--- src/rtl/perceptron_pkg.sv ---
// perceptron_pkg: shared widths, FSM states and in-flight tag type for the perceptron sequencer
package perceptron_pkg;
  localparam int LANE_W = 18;
  localparam int SUM_W = 48;
  localparam int IDX_W = 8;
  typedef enum logic [1:0] {S_IDLE, S_ISSUE, S_WAIT, S_OUT} state_t;
  typedef struct packed {
    logic valid;
    logic [IDX_W-1:0] idx;
  } tag_t;
endpackage

--- src/rtl/perceptron_seq_tag_pipe.sv ---
// tag_pipe: DEPTH-stage shift register tracking which neuron each cascade slot belongs to
module tag_pipe
  import perceptron_pkg::*;
#(
  parameter int DEPTH = 10
) (
  input  logic clk,
  input  logic rst,
  input  tag_t tag_i,
  output tag_t tag_o
);
  tag_t sr_q [DEPTH];
  tag_t sr_d [DEPTH];
  always_comb begin
    sr_d[0] = tag_i;
    for (int i = 1; i < DEPTH; i++) sr_d[i] = sr_q[i-1];
  end
  always_ff @(posedge clk) begin
    if (rst) sr_q <= '{default: '0};
    else sr_q <= sr_d;
  end
  assign tag_o = sr_q[DEPTH-1];
endmodule

--- src/rtl/perceptron_seq.sv ---
// perceptron_seq: time-multiplexes one weighted_sum cascade across NEURONS perceptrons sharing an input vector
module perceptron_seq
  import perceptron_pkg::*;
#(
  parameter int N = 8,
  parameter int NEURONS = 4,
  parameter int PIPE_LAT = 10,
  parameter int AW = 2
) (
  input  logic                       clk,
  input  logic                       rst,
  input  logic                       in_valid,
  output logic                       in_ready,
  input  logic [LANE_W*N-1:0]        in_x,
  input  logic                       wr_en,
  input  logic [AW-1:0]              wr_addr,
  input  logic [LANE_W*N-1:0]        wr_w,
  output logic                       busy,
  input  logic [SUM_W-1:0]           thresh,
  output logic [LANE_W*N-1:0]        ws_x,
  output logic [LANE_W*N-1:0]        ws_w,
  input  logic [SUM_W-1:0]           ws_sum,
  output logic                       out_valid,
  input  logic                       out_ready,
  output logic [NEURONS-1:0]         out_fire,
  output logic [SUM_W*NEURONS-1:0]   out_sum
);
  localparam int XW = LANE_W * N;
  localparam logic [AW:0] NEU = NEURONS[AW:0];
  localparam logic [AW-1:0] LAST = AW'(NEURONS - 1);
  state_t state_q, state_d;
  logic [XW-1:0] x_q, x_d;
  logic [XW-1:0] wbank_q [NEURONS];
  logic [XW-1:0] wbank_d [NEURONS];
  logic [SUM_W-1:0] sum_q [NEURONS];
  logic [SUM_W-1:0] sum_d [NEURONS];
  logic [NEURONS-1:0] fire_q, fire_d;
  logic [AW-1:0] iss_q, iss_d;
  logic [AW:0] cap_q, cap_d;
  tag_t tag_in, tag_out;
  logic cap_en;
  logic [AW-1:0] cap_idx;
  tag_pipe #(.DEPTH(PIPE_LAT)) u_tag_pipe (
    .clk   (clk),
    .rst   (rst),
    .tag_i (tag_in),
    .tag_o (tag_out)
  );
  // the range guard keeps a corrupt tag from touching an unbuilt neuron slot
  assign cap_en = tag_out.valid && (tag_out.idx < IDX_W'(NEURONS));
  assign cap_idx = tag_out.idx[AW-1:0];
  always_comb begin
    state_d = state_q;
    x_d = x_q;
    wbank_d = wbank_q;
    sum_d = sum_q;
    fire_d = fire_q;
    iss_d = iss_q;
    cap_d = cap_q;
    tag_in = '0;
    if (state_q == S_IDLE && wr_en && {1'b0, wr_addr} < NEU) wbank_d[wr_addr] = wr_w;
    if (cap_en) begin
      sum_d[cap_idx] = ws_sum;
      fire_d[cap_idx] = $signed(ws_sum) >= $signed(thresh);
      cap_d = cap_q + 1'b1;
    end
    unique case (state_q)
      S_IDLE: if (in_valid) begin
        x_d = in_x;
        iss_d = '0;
        state_d = S_ISSUE;
      end
      S_ISSUE: begin
        tag_in.valid = 1'b1;
        tag_in.idx = IDX_W'(iss_q);
        iss_d = iss_q == LAST ? '0 : iss_q + 1'b1;
        state_d = iss_q == LAST ? S_WAIT : S_ISSUE;
      end
      S_WAIT: if (cap_d == NEU) begin
        cap_d = '0;
        state_d = S_OUT;
      end
      S_OUT: state_d = out_ready ? S_IDLE : S_OUT;
    endcase
  end
  always_ff @(posedge clk) begin
    if (rst) begin
      state_q <= S_IDLE;
      x_q <= '0;
      wbank_q <= '{default: '0};
      sum_q <= '{default: '0};
      fire_q <= '0;
      iss_q <= '0;
      cap_q <= '0;
    end else begin
      state_q <= state_d;
      x_q <= x_d;
      wbank_q <= wbank_d;
      sum_q <= sum_d;
      fire_q <= fire_d;
      iss_q <= iss_d;
      cap_q <= cap_d;
    end
  end
  assign in_ready = state_q == S_IDLE;
  assign busy = state_q != S_IDLE;
  assign out_valid = state_q == S_OUT;
  assign ws_x = state_q == S_ISSUE ? x_q : '0;
  assign ws_w = state_q == S_ISSUE ? wbank_q[iss_q] : '0;
  assign out_fire = fire_q;
  for (genvar g = 0; g < NEURONS; g++) begin : g_sum
    assign out_sum[SUM_W*g +: SUM_W] = sum_q[g];
  end
endmodule

--- config.mk ---
export PLATFORM = sky130hd
export DESIGN_NAME = perceptron_seq
export DESIGN_NICKNAME = d
export VERILOG_FILES = /design/src/rtl/perceptron_pkg.sv /design/src/rtl/perceptron_seq_tag_pipe.sv /design/src/rtl/perceptron_seq.sv
export SDC_FILE = /design/constraint.sdc
export NUM_CORES = 2
export LEC_CHECK = 0
export CORE_AREA = 2 2 340 342
export CTS_BUF_LIST = sky130_fd_sc_hd__clkbuf_2 sky130_fd_sc_hd__clkbuf_4 sky130_fd_sc_hd__clkbuf_8
export CTS_CLUSTER_SIZE = 24
export DETAILED_ROUTE_END_ITERATION = 10
export DIE_AREA = 0 0 342 344
export GPL_TIMING_DRIVEN = 0
export SETUP_SLACK_MARGIN = 0.05
export SYNTH_ARGS = -nofsm -noshare
export SYNTH_HDL_FRONTEND = slang
export SYNTH_SLANG_ARGS = --single-unit
--- constraint.sdc ---
create_clock -name clk -period 4.2 [get_ports clk]
set_input_delay 0.42 -clock clk [delete_from_list [all_inputs] [get_ports clk]]
set_output_delay 0.42 -clock clk [all_outputs]
set_load 0.005 [all_outputs]
==> flow_summary.json <==
{
  "worst-path-max-fanout": 10,
  "core-area_sq_mm": 0.114,
  "p_sw_share_pct": 25.6,
  "syn_area_sq_mm": 0.0389,
  "root_buffer": "clkbuf_8",
  "cts_buffers": 167,
  "min_to": "x_q[25]",
  "hold_depth": 3,
  "start_util_pct": 34.1,
  "rsz0062_at_grt": "false",
  "crit_path_end_kind": "primary output",
  "fp-row-count": 124,
  "ys_seq_area_share_pct": 49.1,
  "clk_latency_ns": 0.84,
  "setup_viol": 0,
  "place_congestion": 0.895,
  "async_flop_share_pct": 0,
  "layout.nets": 6253,
  "cp.arrival_ns": 3.51,
  "seq_power_share_pct": 46.0,
  "grt_pass1_vias": 36000,
  "grt_first_pass_wirelength_um": 235000,
  "yosys.cell_count.top_type": "nand2_1",
  "tns_ns": 0,
  "cts.sinks": 953,
  "drv_slew": 0,
  "hold_path_class": "input pin to flip-flop",
  "netlist_instances": 4770,
  "yosys.area.top_type": "dfxtp_1",
  "skew_ns": 0.0441,
  "synth.top_cells.by_count": "nand2_1, dfxtp_1, a21oi_1",
  "fin_area_sq_mm": 0.0531,
  "synth_area_leaders": "dfxtp_1, nand2_1, a21oi_1, mux4_2, and2_1",
  "area_delta_synth_final_pct": 36.6,
  "r2r_start": "state_q[1]",
  "reg2reg_setup_slack_ns": 0.92,
  "period_needed_ns": 3.93,
  "pwr_density_cell_mw_per_mm2": 385,
  "clk_pin_slew_ns": 0.06,
  "avgRoutedWirePerCell_um": 22.0,
  "dr.pass1.iters": 7,
  "overflow": 0,
  "drc": 0,
  "num_io_pins": 878,
  "antenna_found_initial": 55,
  "drtIter0Drc": 2207,
  "cts_setup_buffers": 0,
  "cp.required_ns": 3.78,
  "finalCritPeriodShare_pct": 93.5,
  "cap_violations": 0,
  "clock_power_share_pct": 44.3,
  "combPwrFrac_pct": 9.7,
  "final_cells": 7471,
  "die_h_um": 344,
  "cts.htree.levels": 4,
  "drt-vias-per-instance": 4.98,
  "start_kind": "flip-flop",
  "slew_headroom_pct": 15.4,
  "switching_power_mw": 5.22,
  "path_class": "flip-flop to primary output",
  "dp_cells": 7156,
  "ys_warn_count": 0,
  "dp.final_hpwl_um": 122000,
  "regToRegEndpoint": "x_q[10]",
  "clk_path_buf_depth": 3,
  "place_area_sq_mm": 0.0495,
  "dieArea_sq_mm": 0.118,
  "syn_area_per_cell_sq_um": 8.15,
  "worstHoldStart": "in_x[25]",
  "antenna_left": 0,
  "fillCellCount": 11300,
  "track_usage_pct": 26.9,
  "cts_tree": "yes",
  "status": "completed",
  "worstSetupStartpoint": "iss_q[1]",
  "final_layout_size_suffix_gt1_share_pct": 8.73,
  "wirelength_um": 165000,
  "grt_max_degree": 17,
  "tightest_slew_ns": 1.26,
  "fmax_mhz": 255,
  "ys.flop_type": "dfxtp_1",
  "via_count": 37200,
  "finalPower_mw": 20.4,
  "synth.net_count": 5211,
  "synth_top_area_share_pct": 49.1,
  "ys_ff_latch": 953,
  "holdBufCountCts": 0,
  "r2r_cells": 7,
  "synth_cell_types": 48,
  "die_x_um": 342,
  "power.leakage_nw": 18.5,
  "timing_hold_violations_final": 0,
  "synth-edff-count": 0,
  "ir_worst_vdd_uv": 230,
  "numPortBuffers": 874,
  "p_int_mw": 15.2
}
==> cells by family after synthesis <==
logic type | after synthesis | synth area share (%)
buffers and inverters | 422 | 4.30
muxes | 146 | 8.43
DFF | 953 | 49.1
xor gates and xnor gates | 3 | 0.0676
and+or+nand+nor | 2241 | 24.1
AOI/OAI and AO/OA | 955 | 12.4
adders and majority gates | 50 | 1.61
==> worst max-delay path: stages (launching register included) <==
cell and delay (ns):
dfxtp_1 0.41, clkbuf_1 0.61, clkbuf_2 0.49, mux4_2 0.41
and2_1 0.21, clkdlybuf4s50_1 0.53
==> flip-flops by register name, indices dropped and copies added (netlist names) <==
register	flops
wbank_q	576
u_tag_pipe.tag_o	3
cap_q	3
state_q	2
x_q	144
u_tag_pipe.sr_d	27
iss_q	2
out_sum	192
out_fire	4
==> per-layer routing <==
layer / vias to the layer above / GRT usage [%] / part of all wire [%]
met5: - / 0 / 0.21
met4: 56 / 13.2 / 4.8
met3: 392 / 8.88 / 9.4
met2: 1419 / 45.3 / 48
met1: 17600 / 30.6 / 38
li1: 17800 / - / -
==> worst max path at each step <==
stage / to / depth (start not counted)
finish: ws_w[111] / 5
global route: ws_w[115] / 5
CTS: ws_w[139] / 6
detailed placement: ws_w[137] / 6
global placement: ws_w[139] / 6
floorplan: out_fire[3] / 9
==> power groups by stage <==
stage               sequential (mW)  combinational (mW)  clock [mW]
floorplan                      9.55               0.910           0
global placement               9.58                1.98           0
detailed placement             9.59                1.99           0
CTS                            9.39                2.00        9.22
global route                   9.41                2.16        9.60
finish                         9.39                1.99        9.05
==> metrics by stage <==
stage          utilization (%)  hold WS (ns)  setup slack [ns]
2_1_floorplan                -         0.414              1.90
3_3_place_gp              43.5         0.418            -0.367
3_5_place_dp              43.5         0.423             0.288
4_1_cts                   46.6        0.0318            0.0621
5_1_grt                   46.6        0.0803            0.0601
6_report                  46.7         0.127             0.274
==> placed cells by master, fill, tap and decap left out, types with 3 or more instances in the layout <==
cell type / count
clkbuf_4: 65
nand3b_1: 4
nor2b_1: 29
or4_1: 4
and2_1: 292
o21ai_0: 6
clkbuf_2: 9
and4_1: 3
nor3b_1: 3
buf_1: 4
buf_4: 4
inv_8: 4
ha_1: 50
dfxtp_1: 953
clkinvlp_4: 3
a21o_1: 3
a211oi_1: 4
diode_2: 26
clkbuf_8: 206
nor2_1: 19
inv_1: 49
nand4_1: 11
nand2_1: 1845
clkdlybuf4s50_1: 874
mux4_2: 145
clkbuf_1: 292
clkinv_2: 8
nor3_1: 8
a21oi_1: 929
buf_2: 60
nand3_1: 12
==> final cells by class <==
| class | count | area [sq um] | area share, % |
|---|---|---|---|
| flip-flops and latches | 953 | 19100 | 35.9 |
| multi-input cells | 3395 | 18100 | 34.1 |
| repair buffers | 874 | 8750 | 16.5 |
| clock buffers | 269 | 3300 | 6.21 |
| well taps | 1512 | 1890 | 3.56 |
| plain buffers | 371 | 1510 | 2.84 |
| clock inverters | 21 | 218 | 0.410 |
| inverters | 50 | 188 | 0.353 |
| diodes | 26 | 65.1 | 0.122 |
==> what timing repair did <==
item / CTS / global route
gates resized for setup: 10 / 5
endpoints found under the setup margin: 161 / 11
cloned: 0 / 0
Power figures use the tool's default switching activity.
